**src/rtl/alu_seq_pkg.sv**
```systemverilog
// Shared constants and FSM state type for the ALU command sequencer.
package alu_seq_pkg;

  localparam int unsigned DATA_W    = 32;
  localparam int unsigned NREGS_DEF = 8;
  localparam int unsigned ADDR_W    = $clog2(NREGS_DEF);
  localparam int unsigned OP_W      = 3;
  localparam int unsigned IMM_W     = 16;

  localparam logic [OP_W-1:0] OP_AND  = 3'b000;
  localparam logic [OP_W-1:0] OP_OR   = 3'b001;
  localparam logic [OP_W-1:0] OP_ADD  = 3'b010;
  localparam logic [OP_W-1:0] OP_SUB  = 3'b011;
  localparam logic [OP_W-1:0] OP_COMP = 3'b100;

  typedef enum logic [1:0] {
    IDLE = 2'd0,
    EXEC = 2'd1,
    RESP = 2'd2
  } seq_state_t;

endpackage

```
**src/rtl/alu_cmd_sequencer_if.sv**
```systemverilog
// Command/response handshake bundle of the ALU command sequencer.
// ALU_SEQ_IMM_EN adds the immediate-operand command fields.
interface alu_cmd_sequencer_if
  import alu_seq_pkg::*;
#(
  parameter int unsigned NREGS = 8
);
  localparam int unsigned AW = $clog2(NREGS);

  logic              cmd_valid;
  logic              cmd_ready;
  logic [OP_W-1:0]   cmd_op;
  logic [AW-1:0]     cmd_rd;
  logic [AW-1:0]     cmd_rs1;
  logic [AW-1:0]     cmd_rs2;
`ifdef ALU_SEQ_IMM_EN
  logic              cmd_use_imm;
  logic [IMM_W-1:0]  cmd_imm;
`endif
  logic              rsp_valid;
  logic              rsp_ready;
  logic [DATA_W-1:0] rsp_result;
  logic              rsp_zero;
  logic [AW-1:0]     rsp_rd;

  modport master (
    output cmd_valid, cmd_op, cmd_rd, cmd_rs1, cmd_rs2,
`ifdef ALU_SEQ_IMM_EN
    output cmd_use_imm, cmd_imm,
`endif
    input  cmd_ready,
    input  rsp_valid, rsp_result, rsp_zero, rsp_rd,
    output rsp_ready
  );

  modport slave (
    input  cmd_valid, cmd_op, cmd_rd, cmd_rs1, cmd_rs2,
`ifdef ALU_SEQ_IMM_EN
    input  cmd_use_imm, cmd_imm,
`endif
    output cmd_ready,
    output rsp_valid, rsp_result, rsp_zero, rsp_rd,
    input  rsp_ready
  );

endinterface

```
**src/rtl/alu_seq_regfile.sv**
```systemverilog
// NREGS x 32 register file: two async read ports, r0 reads as zero.
// Writeback and load ports; the top resolves same-address priority.
module alu_seq_regfile
  import alu_seq_pkg::*;
#(
  parameter int unsigned NREGS = 8
) (
  input  logic                     clk,
  input  logic                     rst,
  input  logic                     wb_en,
  input  logic [$clog2(NREGS)-1:0] wb_addr,
  input  logic [DATA_W-1:0]        wb_data,
  input  logic                     ld_en,
  input  logic [$clog2(NREGS)-1:0] ld_addr,
  input  logic [DATA_W-1:0]        ld_data,
  input  logic [$clog2(NREGS)-1:0] ra1,
  output logic [DATA_W-1:0]        rd1,
  input  logic [$clog2(NREGS)-1:0] ra2,
  output logic [DATA_W-1:0]        rd2
);

  logic [DATA_W-1:0] mem [NREGS];

  always_ff @(posedge clk or posedge rst) begin
    if (rst) begin
      for (int unsigned i = 0; i < NREGS; i++) begin
        mem[i] <= '0;
      end
    end else begin
      if (ld_en && (ld_addr != '0)) begin
        mem[ld_addr] <= ld_data;
      end
      if (wb_en && (wb_addr != '0)) begin
        mem[wb_addr] <= wb_data;
      end
    end
  end

  assign rd1 = (ra1 == '0) ? '0 : mem[ra1];
  assign rd2 = (ra2 == '0) ? '0 : mem[ra2];

endmodule

```
**src/rtl/alu_cmd_sequencer.sv**
```systemverilog
// Sequencer upstream of a combinational ALU: accept, execute, respond.
// Optional immediate operand 2 enabled by defining ALU_SEQ_IMM_EN.
module alu_cmd_sequencer
  import alu_seq_pkg::*;
#(
  parameter int unsigned NREGS = 8
) (
  input  logic                     clk,
  input  logic                     rst,
  alu_cmd_sequencer_if.slave       seq,
  input  logic                     ld_en,
  input  logic [$clog2(NREGS)-1:0] ld_addr,
  input  logic [DATA_W-1:0]        ld_data,
  output logic [OP_W-1:0]          alu_opcode,
  output logic [DATA_W-1:0]        alu_op1,
  output logic [DATA_W-1:0]        alu_op2,
  input  logic [DATA_W-1:0]        alu_result,
  output logic                     busy
);

  localparam int unsigned AW = $clog2(NREGS);

  seq_state_t        state, state_n;
  logic              accept;
  logic              wb_en;
  logic              ld_we;
  logic [DATA_W-1:0] rd1, rd2, opb;

  logic [OP_W-1:0]   op_q;
  logic [AW-1:0]     rd_q;
  logic [DATA_W-1:0] a_q, b_q;
  logic [DATA_W-1:0] rsp_result_q;
  logic              rsp_zero_q;
  logic [AW-1:0]     rsp_rd_q;

  always_ff @(posedge clk or posedge rst) begin
    if (rst) state <= IDLE;
    else     state <= state_n;
  end

  always_comb begin
    state_n       = state;
    accept        = 1'b0;
    wb_en         = 1'b0;
    seq.cmd_ready = 1'b0;
    seq.rsp_valid = 1'b0;
    case (state)
      IDLE: begin
        seq.cmd_ready = 1'b1;
        if (seq.cmd_valid) begin
          accept  = 1'b1;
          state_n = EXEC;
        end
      end
      EXEC: begin
        wb_en   = 1'b1;
        state_n = RESP;
      end
      RESP: begin
        seq.rsp_valid = 1'b1;
        if (seq.rsp_ready) state_n = IDLE;
      end
      default: state_n = IDLE;
    endcase
  end

  assign busy = (state != IDLE);

`ifdef ALU_SEQ_IMM_EN
  assign opb = seq.cmd_use_imm ? {{(DATA_W-IMM_W){1'b0}}, seq.cmd_imm} : rd2;
`else
  assign opb = rd2;
`endif

  // Writeback owns a contended address; a load elsewhere proceeds alongside it.
  assign ld_we = ld_en && !(wb_en && (ld_addr == rd_q));

  alu_seq_regfile #(
    .NREGS (NREGS)
  ) u_regfile (
    .clk     (clk),
    .rst     (rst),
    .wb_en   (wb_en),
    .wb_addr (rd_q),
    .wb_data (alu_result),
    .ld_en   (ld_we),
    .ld_addr (ld_addr),
    .ld_data (ld_data),
    .ra1     (seq.cmd_rs1),
    .rd1     (rd1),
    .ra2     (seq.cmd_rs2),
    .rd2     (rd2)
  );

  always_ff @(posedge clk or posedge rst) begin
    if (rst) begin
      op_q         <= '0;
      rd_q         <= '0;
      a_q          <= '0;
      b_q          <= '0;
      rsp_result_q <= '0;
      rsp_zero_q   <= 1'b0;
      rsp_rd_q     <= '0;
    end else begin
      if (accept) begin
        op_q <= seq.cmd_op;
        rd_q <= seq.cmd_rd;
        a_q  <= rd1;
        b_q  <= opb;
      end
      if (wb_en) begin
        rsp_result_q <= alu_result;
        rsp_zero_q   <= (alu_result == '0);
        rsp_rd_q     <= rd_q;
      end
    end
  end

  // Latches only change on accept, so the ALU inputs hold outside EXEC.
  assign alu_opcode     = op_q;
  assign alu_op1        = a_q;
  assign alu_op2        = b_q;
  assign seq.rsp_result = rsp_result_q;
  assign seq.rsp_zero   = rsp_zero_q;
  assign seq.rsp_rd     = rsp_rd_q;

endmodule

```
**src/flat_wrapper.sv**
```systemverilog
// flat-port wrapper written by rule: the top's interface ports become plain ports
module alu_cmd_sequencer_flat import alu_seq_pkg::*;
#(
  parameter int unsigned NREGS = 8
)
  (clk, rst, ld_en, ld_addr, ld_data, alu_opcode, alu_op1, alu_op2, alu_result, busy, seq_cmd_valid, seq_cmd_op, seq_cmd_rd, seq_cmd_rs1, seq_cmd_rs2, seq_cmd_ready, seq_rsp_valid, seq_rsp_result, seq_rsp_zero, seq_rsp_rd, seq_rsp_ready);
  alu_cmd_sequencer_if #(.NREGS(NREGS)) seq_i ();
  input  logic clk;
  input  logic rst;
  input  logic ld_en;
  input  logic [$clog2(NREGS)-1:0] ld_addr;
  input  logic [DATA_W-1:0] ld_data;
  output logic [OP_W-1:0] alu_opcode;
  output logic [DATA_W-1:0] alu_op1;
  output logic [DATA_W-1:0] alu_op2;
  input  logic [DATA_W-1:0] alu_result;
  output logic busy;
  input wire logic [$bits(seq_i.cmd_valid)-1:0] seq_cmd_valid;
  input wire logic [$bits(seq_i.cmd_op)-1:0] seq_cmd_op;
  input wire logic [$bits(seq_i.cmd_rd)-1:0] seq_cmd_rd;
  input wire logic [$bits(seq_i.cmd_rs1)-1:0] seq_cmd_rs1;
  input wire logic [$bits(seq_i.cmd_rs2)-1:0] seq_cmd_rs2;
  output wire logic [$bits(seq_i.cmd_ready)-1:0] seq_cmd_ready;
  output wire logic [$bits(seq_i.rsp_valid)-1:0] seq_rsp_valid;
  output wire logic [$bits(seq_i.rsp_result)-1:0] seq_rsp_result;
  output wire logic [$bits(seq_i.rsp_zero)-1:0] seq_rsp_zero;
  output wire logic [$bits(seq_i.rsp_rd)-1:0] seq_rsp_rd;
  input wire logic [$bits(seq_i.rsp_ready)-1:0] seq_rsp_ready;
  assign seq_i.cmd_valid = seq_cmd_valid;
  assign seq_i.cmd_op = seq_cmd_op;
  assign seq_i.cmd_rd = seq_cmd_rd;
  assign seq_i.cmd_rs1 = seq_cmd_rs1;
  assign seq_i.cmd_rs2 = seq_cmd_rs2;
  assign seq_cmd_ready = seq_i.cmd_ready;
  assign seq_rsp_valid = seq_i.rsp_valid;
  assign seq_rsp_result = seq_i.rsp_result;
  assign seq_rsp_zero = seq_i.rsp_zero;
  assign seq_rsp_rd = seq_i.rsp_rd;
  assign seq_i.rsp_ready = seq_rsp_ready;
  alu_cmd_sequencer #(.NREGS(NREGS)) u_core (.clk(clk), .rst(rst), .seq(seq_i), .ld_en(ld_en), .ld_addr(ld_addr), .ld_data(ld_data), .alu_opcode(alu_opcode), .alu_op1(alu_op1), .alu_op2(alu_op2), .alu_result(alu_result), .busy(busy));
endmodule
```
**config.mk**
```make
export PLATFORM = sky130hd
export DESIGN_NAME = alu_cmd_sequencer_flat
export DESIGN_NICKNAME = d
export VERILOG_FILES = /design/src/rtl/alu_seq_pkg.sv /design/src/rtl/alu_cmd_sequencer_if.sv /design/src/rtl/alu_seq_regfile.sv /design/src/rtl/alu_cmd_sequencer.sv /design/src/flat_wrapper.sv
export SDC_FILE = /design/constraint.sdc
export NUM_CORES = 1
export LEC_CHECK = 0
export CORE_MARGIN = 2
export CORE_UTILIZATION = 66
export CTS_BUF_LIST = sky130_fd_sc_hd__clkbuf_2 sky130_fd_sc_hd__clkbuf_4 sky130_fd_sc_hd__clkbuf_8
export DETAILED_ROUTE_END_ITERATION = 8
export DONT_BUFFER_PORTS = 1
export PLACE_DENSITY = 0.91
export SYNTH_ARGS = -nofsm -noshare
export SYNTH_HDL_FRONTEND = slang
export SYNTH_HIERARCHICAL = 1
export SYNTH_SLANG_ARGS = --single-unit
export TNS_END_PERCENT = 20
```
**constraint.sdc**
```tcl
create_clock -name clk -period 9.5 [get_ports clk]
set_clock_uncertainty 0.2 [all_clocks]
set_input_delay 1.9 -clock clk [delete_from_list [all_inputs] [get_ports clk]]
set_output_delay 1.9 -clock clk [all_outputs]
set_load 0.01 [all_outputs]
```
==> impl_metrics.tcl <==
set metrics [dict create \
    root_buffer "clkbuf_8" \
    vdd_drop_max_v 0.0002978 \
    synth_nets 1691 \
    tritoncts "built" \
    leakagePower_uw 0.008812 \
    setup_ws_ns 5.652 \
    wire_per_inst_um 24.74 \
    drt_iter0_markers 1419 \
    max_freq_ghz 0.2599 \
    setup.worst_path.start_class "input port" \
    post-route-util 0.7002 \
    synth_area_sq_um 18700 \
    fin_crit_ns 3.848 \
    netlist_instances 1607 \
    start_util 0.6711 \
    syn_area_per_cell_sq_um 11.63 \
    h-tree-depth 2 \
    drt_first_pass_iters 5 \
    num_vias 13461 \
    ctsHoldBuffers 0 \
    dieWidth_um 172.3 \
    antenna_found_initial 0 \
    place_hpwl_um 27540 \
    reg2reg_depth 5 \
    clockBufferDepth 3 \
    drc_errors 0 \
    grt_pass1_vias 14296 \
    chipHeight_um 172.3 \
    outcome "finished clean" \
    via_per_inst 6.871 \
    core_sq_um 27860 \
    endpoint_kind "flip-flop" \
    hp-class "reg -> reg" \
    diodes 0 \
    hold_viol 0 \
    pre_cts_ws_ns 5.169 \
    synth_ff_type "dfrtp_1" \
    yosys_warnings 6 \
    synthArstFlopShare 1.000 \
    critPathKind "in -> reg" \
    grt_pass1_wl_um 76490 \
    crit_fanout 32 \
    yosys.cell_types.count 35 \
    synth_enable_flop_cells 0 \
    grt-ovfl-total 0 \
    wl_um 48470 \
    crit_required_ns 9.73 \
    worst_pin_slew_ns 1.224 \
    fin_nets 1625 \
    arrival_ns 4.08 \
    clk_latency_ns 0.60 \
    cts_resized 0 \
    numCtsBuffers 55 \
    grt_setup_unrepaired "no" \
    grt_start_max_net_pins 109 \
    power_density_nw_per_um2 314.3 \
    drv_slew 0 \
    setup_tns_ns 0 \
    ioPinCount 190 \
    portBuffers 0 \
    synthToLayoutAreaGrowth_pct 4.330 \
    ys_seq_elements 332 \
    grt_use_total 0.3320 \
    numClockSinks 332 \
    drive_gt1_frac 0.2201 \
    whs_ns 0.3733 \
    min_path_cells 1 \
    ys_seq_area_frac 0.4444 \
    antenna_left 0 \
    period_share 0.4050 \
    cap_viol_max_count 0 \
    setup_viol 0 \
    place.gp.congestion 0.8106 \
    dieArea_sq_um 29690 \
    relSlewSlack 0.1821 \
    placementRows 61 \
    path_clk_slew_ns 0.06 \
    post_cts_buffers 0 \
]
[area by class of cell]
class	instances	area, sq um
multi-input combinational	1070	9133
fill	1858	8353
sequential	332	8308
clock buffer	81	1065
tap	378	473.0
inverter	69	271.5
clock inverter	16	157.7
timing repair buffer	13	97.59
[worst max-delay path: stages]
cell,delay [ns]
xor2_1,0.16
o41a_1,0.46
nand4b_4,0.89
mux2i_1,0.53
a21oi_1,0.12
[sequential cells by signal, summed over array words and instances, names as in the netlist]
name and cells:
u_core/state 2, u_core/alu_op2 32, u_core/alu_op1 32, u_core/alu_opcode 3
u_core/rd_q 3, u_core/seq.rsp_rd 3, u_core/seq.rsp_zero 1, u_core/seq.rsp_result 32
u_core/u_regfile/mem 224
[logic make-up (layout without fill, tap and decap cells)]
logic type / Yosys count / after routing / share of synthesized area
AO/OA/AOI/OAI: 355 / 355 / 0.1116
XOR/XNOR: 3 / 3 / 0.001406
buffers and inverters: 205 / 179 / 0.06867
flip-flops: 332 / 332 / 0.4444
multiplexers: 457 / 457 / 0.3127
AND/OR/NAND/NOR: 255 / 255 / 0.06130
[placed cells by master, fill, tap and decap left out, types with 12 or more instances in the layout]
cell type	netlist	layout
dfrtp_1	332	332
clkbuf_8	0	73
mux2_4	69	69
mux2_1	29	29
buf_4	17	13
a21oi_1	192	192
mux2_2	71	71
nor2_1	128	128
o21ai_2	16	16
a221oi_1	64	64
clkinv_2	0	12
mux4_2	64	64
nand2_1	97	97
inv_1	68	66
o21ai_1	78	78
mux2i_1	224	224
[synthesized netlist by cell type (all sizes together) (3+ instances only)]
cell    count  area share
mux2i     224        0.12
nand4       4      0.0017
nor2      128       0.026
and4bb      6      0.0040
inv        69       0.014
nor4        8      0.0027
clkbuf     44      0.0088
nand4b      6      0.0052
dfrtp     332        0.44
mux2      169        0.12
nand2      97       0.019
xor2        3      0.0014
o21ai      97       0.029
a21oi     192       0.051
a221oi     64       0.030
mux4       64       0.077
buf        92       0.046
[path summary, 6_finish.rpt]
| path | startpoint | to | slack, ns |
|---|---|---|---|
| worst max-delay path | ld_addr[1] | u_core/u_regfile/mem[51]$_DFF_PP0_ | 5.65 |
| worst min-delay path | u_core/seq.rsp_result[19]$_DFFE_PP0P_ | u_core/seq.rsp_result[19]$_DFFE_PP0P_ | 0.37 |
| worst max register to register | u_core/rd_q[2]$_DFFE_PP0P_ | u_core/u_regfile/mem[51]$_DFF_PP0_ | 6.41 |
| worst min register to register | u_core/seq.rsp_result[19]$_DFFE_PP0P_ | u_core/seq.rsp_result[19]$_DFFE_PP0P_ | 0.37 |
| max in group asynchronous | rst | u_core/u_regfile/mem[200]$_DFF_PP0_ | 5.96 |
| min in group asynchronous | rst | u_core/alu_op2[24]$_DFFE_PP0P_ | 1.01 |
[metal layers]
metal	GRT usage	routed length, um	vias to the layer above
met5	0	0	-
met1	0.4216	18230	6678
met4	0.1502	1774	0
met3	0.08011	5255	184
li1	-	-	5703
met2	0.5441	23210	896
[per-stage QoR]
| step | power, uW | cell area, sq um | cells |
|---|---|---|---|
| 6_report | 6130 | 19510 | 1959 |
| 5_1_grt | 6453 | 19510 | 1959 |
| 4_1_cts | 6108 | 19510 | 1959 |
| 3_5_place_dp | 4708 | 18280 | 1862 |
| 3_3_place_gp | 4530 | 18280 | 1862 |
| 2_1_floorplan | 4329 | 18700 | 1607 |
[power by group]
| part | total [uW] | internal (uW) | switching (uW) |
|---|---|---|---|
| logic | 1940 | 1120 | 817 |
| registers | 2800 | 2140 | 669 |
| clock network | 1390 | 797 | 591 |
| total | 6130 | 4050 | 2080 |
Power figures use the tool's default switching activity.
